<file path="src/rtl/inst_prefetch.sv">
// Instruction prefetch buffer between the instruction ROM and the core.
// Keeps one ROM request in flight and queues {pc, inst} pairs in order.
module inst_prefetch #(
  parameter int          DEPTH    = 4,
  parameter logic [63:0] RESET_PC = 64'h0
) (
  input  logic                     clk,
  input  logic                     rst,
  output logic                     rom_ce,
  output logic [63:0]              rom_addr,
  input  logic                     rom_valid,
  input  logic [31:0]              rom_inst,
  output logic                     core_valid,
  output logic [31:0]              core_inst,
  output logic [63:0]              core_pc,
  input  logic                     core_req,
  input  logic                     redirect,
  input  logic [63:0]              redirect_pc,
  output logic [$clog2(DEPTH):0]   count
);

  localparam int AW = $clog2(DEPTH);
  localparam int CW = AW + 1;

  typedef enum logic [1:0] {
    IDLE,
    WAIT,
    FLUSH
  } state_t;

  state_t          state;
  logic [63:0]     fetch_pc;
  logic [63:0]     fetch_inc;
  logic [63:0]     new_pc;
  logic [AW-1:0]   rd_ptr;
  logic [AW-1:0]   wr_ptr;
  logic [CW-1:0]   count_next;
  logic            push;
  logic            pop;
  logic            can_issue;

  logic [63:0]     pc_mem   [DEPTH];
  logic [31:0]     inst_mem [DEPTH];

  // rom_ce is only high in WAIT, so it also qualifies the response
  assign push      = rom_ce & rom_valid & ~redirect;
  assign pop       = core_valid & core_req & ~redirect;
  assign fetch_inc = fetch_pc + 64'd4;
  assign new_pc    = redirect_pc & ~64'd3;

  always_comb begin
    count_next = count;
    if (push && !pop)
      count_next = count + CW'(1);
    else if (pop && !push)
      count_next = count - CW'(1);
  end

  assign can_issue  = count_next < CW'(DEPTH);
  assign core_valid = (count != '0);
  assign core_inst  = inst_mem[rd_ptr];
  assign core_pc    = pc_mem[rd_ptr];

  always_ff @(posedge clk or negedge rst) begin
    if (!rst) begin
      state    <= IDLE;
      rom_ce   <= 1'b0;
      rom_addr <= RESET_PC;
      fetch_pc <= RESET_PC;
    end else if (redirect) begin
      state    <= FLUSH;
      rom_ce   <= 1'b0;
      fetch_pc <= new_pc;
    end else begin
      unique case (state)
        IDLE: begin
          if (can_issue) begin
            rom_ce   <= 1'b1;
            rom_addr <= fetch_pc;
            state    <= WAIT;
          end
        end
        WAIT: begin
          if (rom_valid) begin
            fetch_pc <= fetch_inc;
            if (can_issue) begin
              rom_addr <= fetch_inc;
            end else begin
              rom_ce <= 1'b0;
              state  <= IDLE;
            end
          end
        end
        FLUSH: begin
          rom_ce <= 1'b0;
          state  <= IDLE;
        end
        default: begin
          rom_ce <= 1'b0;
          state  <= IDLE;
        end
      endcase
    end
  end

  always_ff @(posedge clk or negedge rst) begin
    if (!rst) begin
      rd_ptr <= '0;
      wr_ptr <= '0;
      count  <= '0;
    end else if (redirect) begin
      rd_ptr <= '0;
      wr_ptr <= '0;
      count  <= '0;
    end else begin
      if (push)
        wr_ptr <= wr_ptr + 1'b1;
      if (pop)
        rd_ptr <= rd_ptr + 1'b1;
      count <= count_next;
    end
  end

  // storage needs no reset; core_valid masks stale entries
  always_ff @(posedge clk) begin
    if (push) begin
      pc_mem[wr_ptr]   <= rom_addr;
      inst_mem[wr_ptr] <= rom_inst;
    end
  end

endmodule

</file>
<file path="config.mk">
export PLATFORM = sky130hd
export DESIGN_NAME = inst_prefetch
export DESIGN_NICKNAME = d
export VERILOG_FILES = /design/src/rtl/inst_prefetch.sv
export SDC_FILE = /design/constraint.sdc
export NUM_CORES = 1
export LEC_CHECK = 0
export BUFFER_PORTS_ARGS = -buffer_cell sky130_fd_sc_hd__buf_2
export CAP_MARGIN = 40
export CORE_AREA = 3 3 225 282
export CTS_CLUSTER_DIAMETER = 120
export DETAILED_ROUTE_END_ITERATION = 16
export DIE_AREA = 0 0 228 285
export GPL_TIMING_DRIVEN = 0
export SYNTH_ARGS = -nofsm -noshare
export SYNTH_HDL_FRONTEND = slang
export SYNTH_SLANG_ARGS = --single-unit
</file>
<file path="constraint.sdc">
create_clock -name clk -period 9.5 [get_ports clk]
set_clock_uncertainty 0.15 [all_clocks]
set_input_delay 0.95 -clock clk [delete_from_list [all_inputs] [get_ports clk]]
set_output_delay 0.95 -clock clk [all_outputs]
set_load 0.02 [all_outputs]
</file>
== Yosys cells after proc, flatten, opt, wreduce, memory -nomap -nowiden ==
Memories as Yosys holds them, arrays and structs flattened.
Index checks and enable logic that the tools add are counted.
Widths: inputs -> output; s select.

* Memories: 2
* Output and inout bits: 165
* Word-level logic and storage cells: 67
* Flip-flop bits (word level): 138
* Input port bits: 101
* RAM bits: 384

{| class="wikitable"
|+ Memory list
! name !! words !! width !! read ports !! clocked after Yosys merged registers in !! wr ports !! RTL line !! RTL
|-
| pc_mem || 4 || 64 || 1 || 0 || 1 || 42 || <nowiki>logic [63:0] pc_mem [DEPTH];</nowiki>
|-
| inst_mem || 4 || 32 || 1 || 0 || 1 || 43 || <nowiki>logic [31:0] inst_mem [DEPTH];</nowiki>
|}

* Reduce and logical (&&, ||, !) cells: 14
* Eq/ne operators: 7
* Bitwise logic cells: 5
* $add $sub $neg: 5
* Magnitude comparators: 1
* Mux-type cells: 26

{| class="wikitable"
|+ Operators with widths
! kind !! number
|-
| $mux 64 || 6
|-
| $pmux 64 s2 || 1
|-
| $add 64x3->64 const B || 1
|-
| $mux 2 || 8
|-
| $reduce_bool 2->1 || 5
|-
| $mux 3 || 3
|-
| $ne 3x3->1 const B || 3
|-
| $mux 1 || 6
|-
| $ne 2x2->1 const B || 3
|-
| $reduce_and 5->1 || 1
|-
| $add 2x1->2 const B || 2
|-
| $and 1x1->1 || 4
|-
| $pmux 2 s2 || 1
|-
| $add 3x1->3 const B || 1
|-
| $lt 3x3->1 const B || 1
|-
| $reduce_and 3->1 || 1
|-
| $reduce_bool 3->1 || 1
|-
| $sub 3x1->3 const B || 1
|-
| $eq 2x1->1 const B || 1
|-
| $logic_and 1x1->1 || 2
|-
| $logic_not 1->1 || 2
|-
| $logic_not 2->1 || 1
|-
| $pmux 1 s2 || 1
|-
| $reduce_and 2->1 || 1
|-
| $not 1->1 || 1
|}

== Logic depth before layout (Yosys ltp) ==
Gate-level depths: netlist (run 1).

* Depth in word-level cells: 11
* Mapped depth: 11

== Worst setup path before layout (run 1) ==
Ideal clock, no wire load.

* Path kind: input to register
* Start point: input port redirect
* End point: memory inst_mem[1][0], enable pin
* Arrival time: 8.452 ns
* Required time: 8.669 ns
* Path buffers: 3
* Setup time: 0.681 ns
* Stages on the path: 4
* Setup slack: 0.217 ns
* Cell sequence: clkbuf_1 > clkbuf_1 > clkbuf_1 > nor3b_1

* Cells in the longest elaborated chain, start to end: 4

{| class="wikitable"
|+ Ends and longest elaborated chain
! what !! RTL line !! RTL
|-
| start, declared || 17 || <nowiki>input logic redirect,</nowiki>
|-
| $not 1->1 (no source line) || n/a ||
|-
| $and 1x1->1 || 46 || <nowiki>assign push = rom_ce & rom_valid & ~redirect;</nowiki>
|-
| $mux 1 || 126 || <nowiki>if (push) begin</nowiki>
|-
| $mux 1 (not written as such) || 128 || <nowiki>inst_mem[wr_ptr] <= rom_inst;</nowiki>
|-
| end, declared || 43 ||
|}

No other way between the ends.

== Final worst setup path (run 1) ==
* Start point: register rd_ptr[0]
* End point: output port core_pc[58]

* Cells in the longest elaborated chain, start to end: 1

{| class="wikitable"
|+ Ends and longest elaborated chain
! what !! RTL line !! RTL
|-
| start, declared || 35 || <nowiki>logic [AW-1:0] rd_ptr;</nowiki>
|-
| start signal, assigned || 119 || <nowiki>rd_ptr <= rd_ptr + 1'b1;</nowiki>
|-
| $mem_v2 4x64 || n/a ||
|-
| end, declared || 15 || <nowiki>output logic [63:0] core_pc,</nowiki>
|}

No other way between the ends.

==> implementation parameters, run 1 <==
Parameter                              Value

Status
  Outcome ... completed

Global route
  Antenna violations before repair ... 4
  First-pass GRT wire length ... between 90 and 100 mm
  Aggregate global routing overflow ... 0
  Largest net degree at the start of global routing ... between 80 and 90
  Overall Global Routing Usage ... about 19%
  Number of global-route vias before repair ... about 14000

Timing
  Final setup TNS ... 0 ns
  F_max ... 246 MHz
  Count of pins over their slew limit ... 0
  Final WS setup ... 5.43 ns
  Crit share post-route ... between 40 and 50%
  Min Hold Slack ... approximately 0.15 ns
  Hold Fails Final Rpt ... 0
  Worst max-slew margin expressed relative to the limit ... 37.2%
  Setup-failing EPs final ... 0
  Post-route minimum period ... around 4.1 ns
  Transition time at the pin with the least slew margin ... just over 0.9 ns
  Unrepaired setup endpoints after global routing ... no

Detailed routing
  Vias ... between 10000 and 15000
  Metal1 wirelength ... about 25 mm
  Vias per std cell ... 5.16
  Pre-antenna DRT Iters ... 5
  DR WL/cell ... 23.6 µm
  Amount of wire on met3 after detailed routing ... approximately 3.4 mm
  Violation count after the first detailed-route iteration ... about 900
  DRC viols ... 0
  Overall routed net length ... roughly 60 mm
  Uppermost signal routing layer after detailed routing ... met4
  Met2 wire length ... ~30 mm
  Antenna Nets Post-Route ... 0

Floorplan
  Effective utilization at floorplan ... about a third
  Area inside the core boundary ... a little over 60000 µm²
  Overall die height ... ~290 µm
  Horiz. Die Dim ... 228 µm
  Die area ... between 60000 and 70000 µm²
  Count of standard-cell rows ... 101
  Top Ports ... ~270

Pwr
  Leakage component of the power ... between 9 and 10 nW
  Internal Dissipation ... about 4.5 mW
  Peak VDD IR ... approximately 0.16 mV
  Sw power ... between 2 and 2.5 mW
  Fraction of power consumed by combinational cells ... a little under a quarter
  Sum of internal, switching and leakage power ... approximately 6.6 mW
  Sw Share ... 31.2%
  Clock network power share ... a little under a third
  Power per standard cell area ... around 250 nW/µm²
  Sequential share of power ... a little under half

Clock tree
  Post_cts resized ... 0
  Worst skew pair latency ... roughly 0.60 ns
  Clock tree from TritonCTS ... built
  Total number of clock tree sinks ... 509
  Max H-tree Level ... 2
  Setup Fix Bufs, Post-CTS ... 0
  CTS clk-pin slew, worst paths ... ~0.06 ns
  CTS Root Buffer Type ... clkbuf_16
  Hold buffer count at cts ... 0
  Num CTS Buffers ... 53
  Buffer levels on the longest clock path ... 3

Finish
  Cell area after layout ... ~26000 µm²
  Share of cells above drive strength 1 ... 34.1%
  Commonest cells after routing, fill and taps aside ... edfxtp_1, buf_2, dfrtp_1, nand2_1, mux4_2
  Area growth, synth to finish ... 22.0%
  Count of fill cells added during filler insertion ... 5682
  Fraction of the core area covered by cells at the end of the flow ... 42.5%
  Most common library cell in the layout ignoring fill and taps ... edfxtp_1
  Cell Count, Final, Fillers Out ... between 2000 and 3000
  Count of nets after finishing ... 1803

Logic synthesis
  Number of synthesized register bits ... 509
  Number of synthesis warnings ... 0
  Mean cell area of the mapped netlist ... roughly 16 µm²
  Unique masters post-synth ... 58
  Most used flip-flop cell after synthesis ... edfxtp_1
  Post-synthesis instance area ... between 20000 and 25000 µm²
  Proportion of register bits with asynchronous set or reset after synthesis ... 26.1%
  Number of enable-type register cells in the synthesized netlist ... 376
  Cells after Synth ... roughly 1300
  Post-synthesis sequential area ratio ... between 60% and 70%

Setup path
  CP Data Arrival Time ... 2.97 ns
  Crit path capture ... core_pc[58]
  Slack of the worst reg-to-reg path ... between 6 and 7 ns
  Type of element capturing the critical path ... primary output
  Maximum net fanout on the critical path ... 10
  Kind of start point of the critical path ... register
  Worst reg2reg path depth ... 7
  Data required time at the worst endpoint ... 8.40 ns
  R2R Path End ... rom_addr[50]$_DFFE_PN0P_
  Timing startpoint of the critical path ... rd_ptr[0]$_DFFE_PN0P_
  Crit Path Class ... reg -> out
  Worst r2r src ... fetch_pc[25]$_DFFE_PN0P_

Placement
  I/O Buffers ... around 260
  Post-Place Worst Slack ... about 5.3 ns
  Half-perimeter wire length after detailed placement ... ~45 mm
  Instance count after placement with tap cells included ... about 2500
  Routability-driven placement congestion ratio ... about 0.9
  Area after detailed placement ... around 24000 µm²

Job
  Number of maximum-capacitance violations ... 0

Min path
  Worst min path class ... in -> async
==> synth_stat cells (all sizes together) (11+ instances only) <==
master / instances / area, µm²
nor2: 63 / 236
or3: 11 / 68.8
xnor2: 46 / 403
inv: 16 / 60.1
mux4: 94 / 2120
nand3: 53 / 265
xor2: 48 / 420
nand2: 99 / 372
nor3: 29 / 160
nor4: 22 / 159
dfrtp: 133 / 3330
o21ai: 50 / 250
o211ai: 12 / 90.1
nand4: 30 / 203
edfxtp: 376 / 11300
mux2: 61 / 687
buf: 37 / 189
clkbuf: 42 / 160
==> worst max-delay path: stages (launching register included) <==
cell,delay (ns)
dfrtp_1,0.32
clkbuf_1,0.37
buf_2,0.44
buf_2,0.47
mux4_2,0.58
buf_2,0.18
==> power by group through the flow <==
stage | sequential, mW | combinational (mW) | clock [mW]
6_report | 3.03 | 1.51 | 2.05
3_5_place_dp | 3.09 | 1.54 | 0
2_1_floorplan | 3.14 | 0.794 | 0
4_1_cts | 3.05 | 1.54 | 2.11
5_1_grt | 3.08 | 1.61 | 2.20
3_3_place_gp | 3.08 | 1.49 | 0
==> final cells by class <==
type | count | area, µm² | area share (%)
Sequential cell | 509 | 14600 | 56.5
Multi-Input combinational cell | 715 | 6220 | 24.0
Timing Repair Buffer | 320 | 1880 | 7.26
Clock buffer | 70 | 1460 | 5.65
Tap cell | 824 | 1030 | 3.98
Buffer | 79 | 349 | 1.35
Clock inverter | 29 | 249 | 0.962
Inverter | 16 | 60.1 | 0.232
Antenna cell | 5 | 12.5 | 0.0484
==> logic make-up after synthesis <==
family | count (synthesis) | synth area share, %
other cells | 1 | 0.0177
mux | 155 | 13.2
compound gates | 103 | 3.14
fa+ha+maj | 10 | 0.566
flops | 509 | 68.9
xor+xnor | 94 | 3.88
buf+inv | 95 | 1.93
simple gates | 349 | 8.33
==> sequential cells by signal, indices dropped and copies added, names as in the netlist <==
| name | count |
|---|---|
| pc_mem | 248 |
| inst_mem | 128 |
| fetch_pc | 62 |
| rom_addr | 62 |
| count | 3 |
| rd_ptr | 2 |
| state | 2 |
| wr_ptr | 2 |
==> worst min path at each step <==
stage / startpoint / endpoint / cells past startpoint
after floorplan: state[1]$_DFFE_PN0P_ / state[0]$_DFFE_PN0P_ / 1
after global placement: rom_addr[35]$_DFFE_PN0P_ / pc_mem[2][35]$_DFFE_PP_ / 0
after detailed placement: rom_addr[39]$_DFFE_PN0P_ / pc_mem[0][39]$_DFFE_PP_ / 0
after CTS: rst / fetch_pc[41]$_DFFE_PN0P_ / 1
after global routing: rst / rom_addr[50]$_DFFE_PN0P_ / 1
final: rst / rom_addr[46]$_DFFE_PN0P_ / 1
==> routing by layer <==
layer  vias up  track usage (%)
met3       100             3.58
met4         0             5.94
li1       5859                -
met1      6847             24.1
met5         -                0
met2       444             31.3
Note: power is estimated with default switching activity, not from simulation.
==> run 2, diff against run 1 <==
Clock period 9.5 ns to 3.76 ns, I/O delays scaled along.
==> implementation parameters, run 2 (synthesis gave the netlist of run 1 again) <==
Parameter                              Value

Status
  Outcome ... completed (unchanged)

Setup path
  R2R Path End ... rom_addr[50]$_DFFE_PN0P_ (unchanged)
  CP Data Arrival Time ... 2.98 ns (was 2.97 ns)
  CP Buf/Inv Count ... 4 (unchanged)
  Slack of the worst reg-to-reg path ... 0.42 ns (was 6.24 ns)
  CP Cell Sequence ... clkbuf_1 -> buf_2 -> buf_2 -> mux4_2 -> buf_2 (unchanged)
  Data required time at the worst endpoint ... 3.23 ns (was 8.40 ns)
  Slowest-stage cell, CP ... mux4_2 (unchanged)
  Delay of the slowest cell on the worst path ... 0.58 ns (about the same)
  Kind of start point of the critical path ... register (unchanged)
  Worst reg2reg path depth ... 7 (unchanged)
  Crit Path Class ... reg -> out (unchanged)
  Family of cells with the greatest summed delay on the critical path ... buffers and inverters (unchanged)
  Maximum net fanout on the critical path ... 10 (unchanged)
  Most repeated library cell on the critical path ... buf_2 (unchanged)
  Type of element capturing the critical path ... primary output (unchanged)
  Worst r2r src ... fetch_pc[25]$_DFFE_PN0P_ (unchanged)

Finish
  Cell area after layout ... 27100 µm² (was 25900 µm²)
  Commonest cells after routing, fill and taps aside ... edfxtp_1, buf_2, dfrtp_1, nand2_1, dlygate4sd3_1 (was edfxtp_1, buf_2, dfrtp_1, nand2_1, mux4_2)
  Largest Register ... pc_mem (unchanged)
  Area growth, synth to finish ... 28.0% (was 22.0%)
  Cell Count, Final, Fillers Out ... 2643 (was 2567)
  Most common library cell in the layout ignoring fill and taps ... edfxtp_1 (unchanged)
  Largest registers ... pc_mem (248), inst_mem (128) (unchanged)
  Count of fill cells added during filler insertion ... 5526 (was 5682)
  Largest register FFs ... 248 (unchanged)
  Count of nets after finishing ... 1883 (was 1803)
  Share of cells above drive strength 1 ... 31.4% (was 34.1%)
  Fraction of the core area covered by cells at the end of the flow ... 44.6% (was 42.5%)
  Footprint of the multi-input gates ... 6240 µm² (was 6220 µm²)
  Storage cell area ... 14600 µm² (about the same)

Floorplan
  Top Ports ... 266 (unchanged)
  Effective utilization at floorplan ... 34.8% (unchanged)
  Area inside the core boundary ... 60900 µm² (unchanged)
  Horiz. Die Dim ... 228 µm (unchanged)
  Count of standard-cell rows ... 101 (unchanged)
  Die area ... 65000 µm² (unchanged)
  Overall die height ... 285 µm (unchanged)

Placement
  Half-perimeter wire length after detailed placement ... 44.0 mm (was 44.6 mm)
  Area after detailed placement ... 24500 µm² (was 24200 µm²)
  I/O Buffers ... 258 (unchanged)
  Instance count after placement with tap cells included ... 2447 (was 2463)
  Routability-driven placement congestion ratio ... 0.892 (was 0.912)

Pwr
  Leakage component of the power ... 9.73 nW (was 9.27 nW)
  Power per standard cell area ... 620 nW/µm² (was 255 nW/µm²)
  Peak VDD IR ... 0.304 mV (was 0.157 mV)

Timing
  Unrepaired setup endpoints after global routing ... no (unchanged)
  Post-route minimum period ... around 3.5 ns
  Setup-failing EPs final ... 0 (unchanged)
  Hold Fails Final Rpt ... 0 (unchanged)
  F_max ... approximately 290 MHz
  Count of pins over their slew limit ... 0 (unchanged)
  Min Hold Slack ... 0.143 ns (was 0.151 ns)
  Transition time at the pin with the least slew margin ... 0.941 ns (was 0.933 ns)
  Crit share post-route ... around 93%
  Worst max-slew margin expressed relative to the limit ... 36.7% (was 37.2%)

Clock tree
  Total number of clock tree sinks ... 509 (unchanged)
  Buffer levels on the longest clock path ... 3 (unchanged)
  CTS clk-pin slew, worst paths ... 0.06 ns (about the same)
  Post_cts resized ... 0 (unchanged)
  Max H-tree Level ... 2 (unchanged)
  Worst skew pair latency ... 0.61 ns (was 0.60 ns)
  Clock tree from TritonCTS ... built (unchanged)
  Num CTS Buffers ... 52 (was 53)
  CTS Root Buffer Type ... clkbuf_16 (unchanged)

Detailed routing
  Vias per std cell ... 5.07 (was 5.16)
  Overall routed net length ... 60.7 mm (was 60.6 mm)
  Vias ... 13400 (was 13300)
  Antenna Nets Post-Route ... 0 (unchanged)
  Violation count after the first detailed-route iteration ... 803 (was 896)
  Pre-antenna DRT Iters ... 7 (was 5)
  DRC viols ... 0 (unchanged)
  DR WL/cell ... 23.0 µm (was 23.6 µm)

Global route
  Antenna violations before repair ... 2 (was 4)
  Overall Global Routing Usage ... 18.6% (was 18.5%)
  Aggregate global routing overflow ... 0 (unchanged)
  First-pass GRT wire length ... 91.6 mm (was 90.7 mm)
  Largest net degree at the start of global routing ... 86 (was 87)
  Number of global-route vias before repair ... 14000 (was 13800)

Job
  Number of maximum-capacitance violations ... 0 (unchanged)

Min path
  Worst min path class ... in -> async (unchanged)
[run 2: worst max-delay path by stage]
stage,from,to,cells past startpoint
final,rd_ptr[0]$_DFFE_PN0P_,core_pc[58],5
after global routing,rd_ptr[0]$_DFFE_PN0P_,core_pc[59],5
after CTS,rd_ptr[0]$_DFFE_PN0P_,core_pc[58],5
after detailed placement,fetch_pc[25]$_DFFE_PN0P_,rom_addr[50]$_DFFE_PN0P_,7
after global placement,redirect,inst_mem[2][29]$_DFFE_PP_,4
after floorplan,redirect,inst_mem[0][0]$_DFFE_PP_,4
[run 2: stage by stage]
step	power, mW	setup TNS, ns	worst slack [ns]
2_1_floorplan	9.95	-24.90	-0.0725
3_3_place_gp	11.5	-910.85	-2.47
3_5_place_dp	11.7	0	0.428
4_1_cts	17.1	0	0.0414
5_1_grt	17.6	0	0.000201
6_report	16.8	0	0.257
[run 2: worst reg2reg max path: cells and delay by family, from the launching register on]
| kind | cells | cell delay [ns] |
|---|---|---|
| xor+xnor | 1 | 0.16 |
| buf+inv | 1 | 0.38 |
| flops | 1 | 0.32 |
| mux | 1 | 0.29 |
| simple gates | 4 | 1.92 |
[run 2: per-layer routing]
layer | part of all wire [%] | wire [µm] | track usage (%)
met5 | 0 | 0 | 0
met2 | 50 | 30300 | 31.9
met4 | 3.0 | 1850 | 6.17
met3 | 4.9 | 2980 | 3.05
met1 | 42 | 25500 | 24.1
[run 2: area by class of cell]
class,instances,share of cell area (%)
Inverter,16,0.221
Clock inverter,23,1.10
Tap cell,824,3.80
Multi-Input combinational cell,715,23.0
Antenna cell,2,0.0184
Sequential cell,509,53.9
Clock buffer,74,5.21
Buffer,79,1.55
Timing Repair Buffer,401,11.2
[run 2: what timing repair did]
item	in CTS	in global routing
hold endpoints to repair	240	0
setup buffers	0	0
hold buffers	97	0
[run 2: power breakdown]
group	internal [mW]	switching, mW	leakage, nW
clock	3.04	2.21	0.821
combinational	1.65	2.26	3.88
sequential	6.94	0.729	5.03
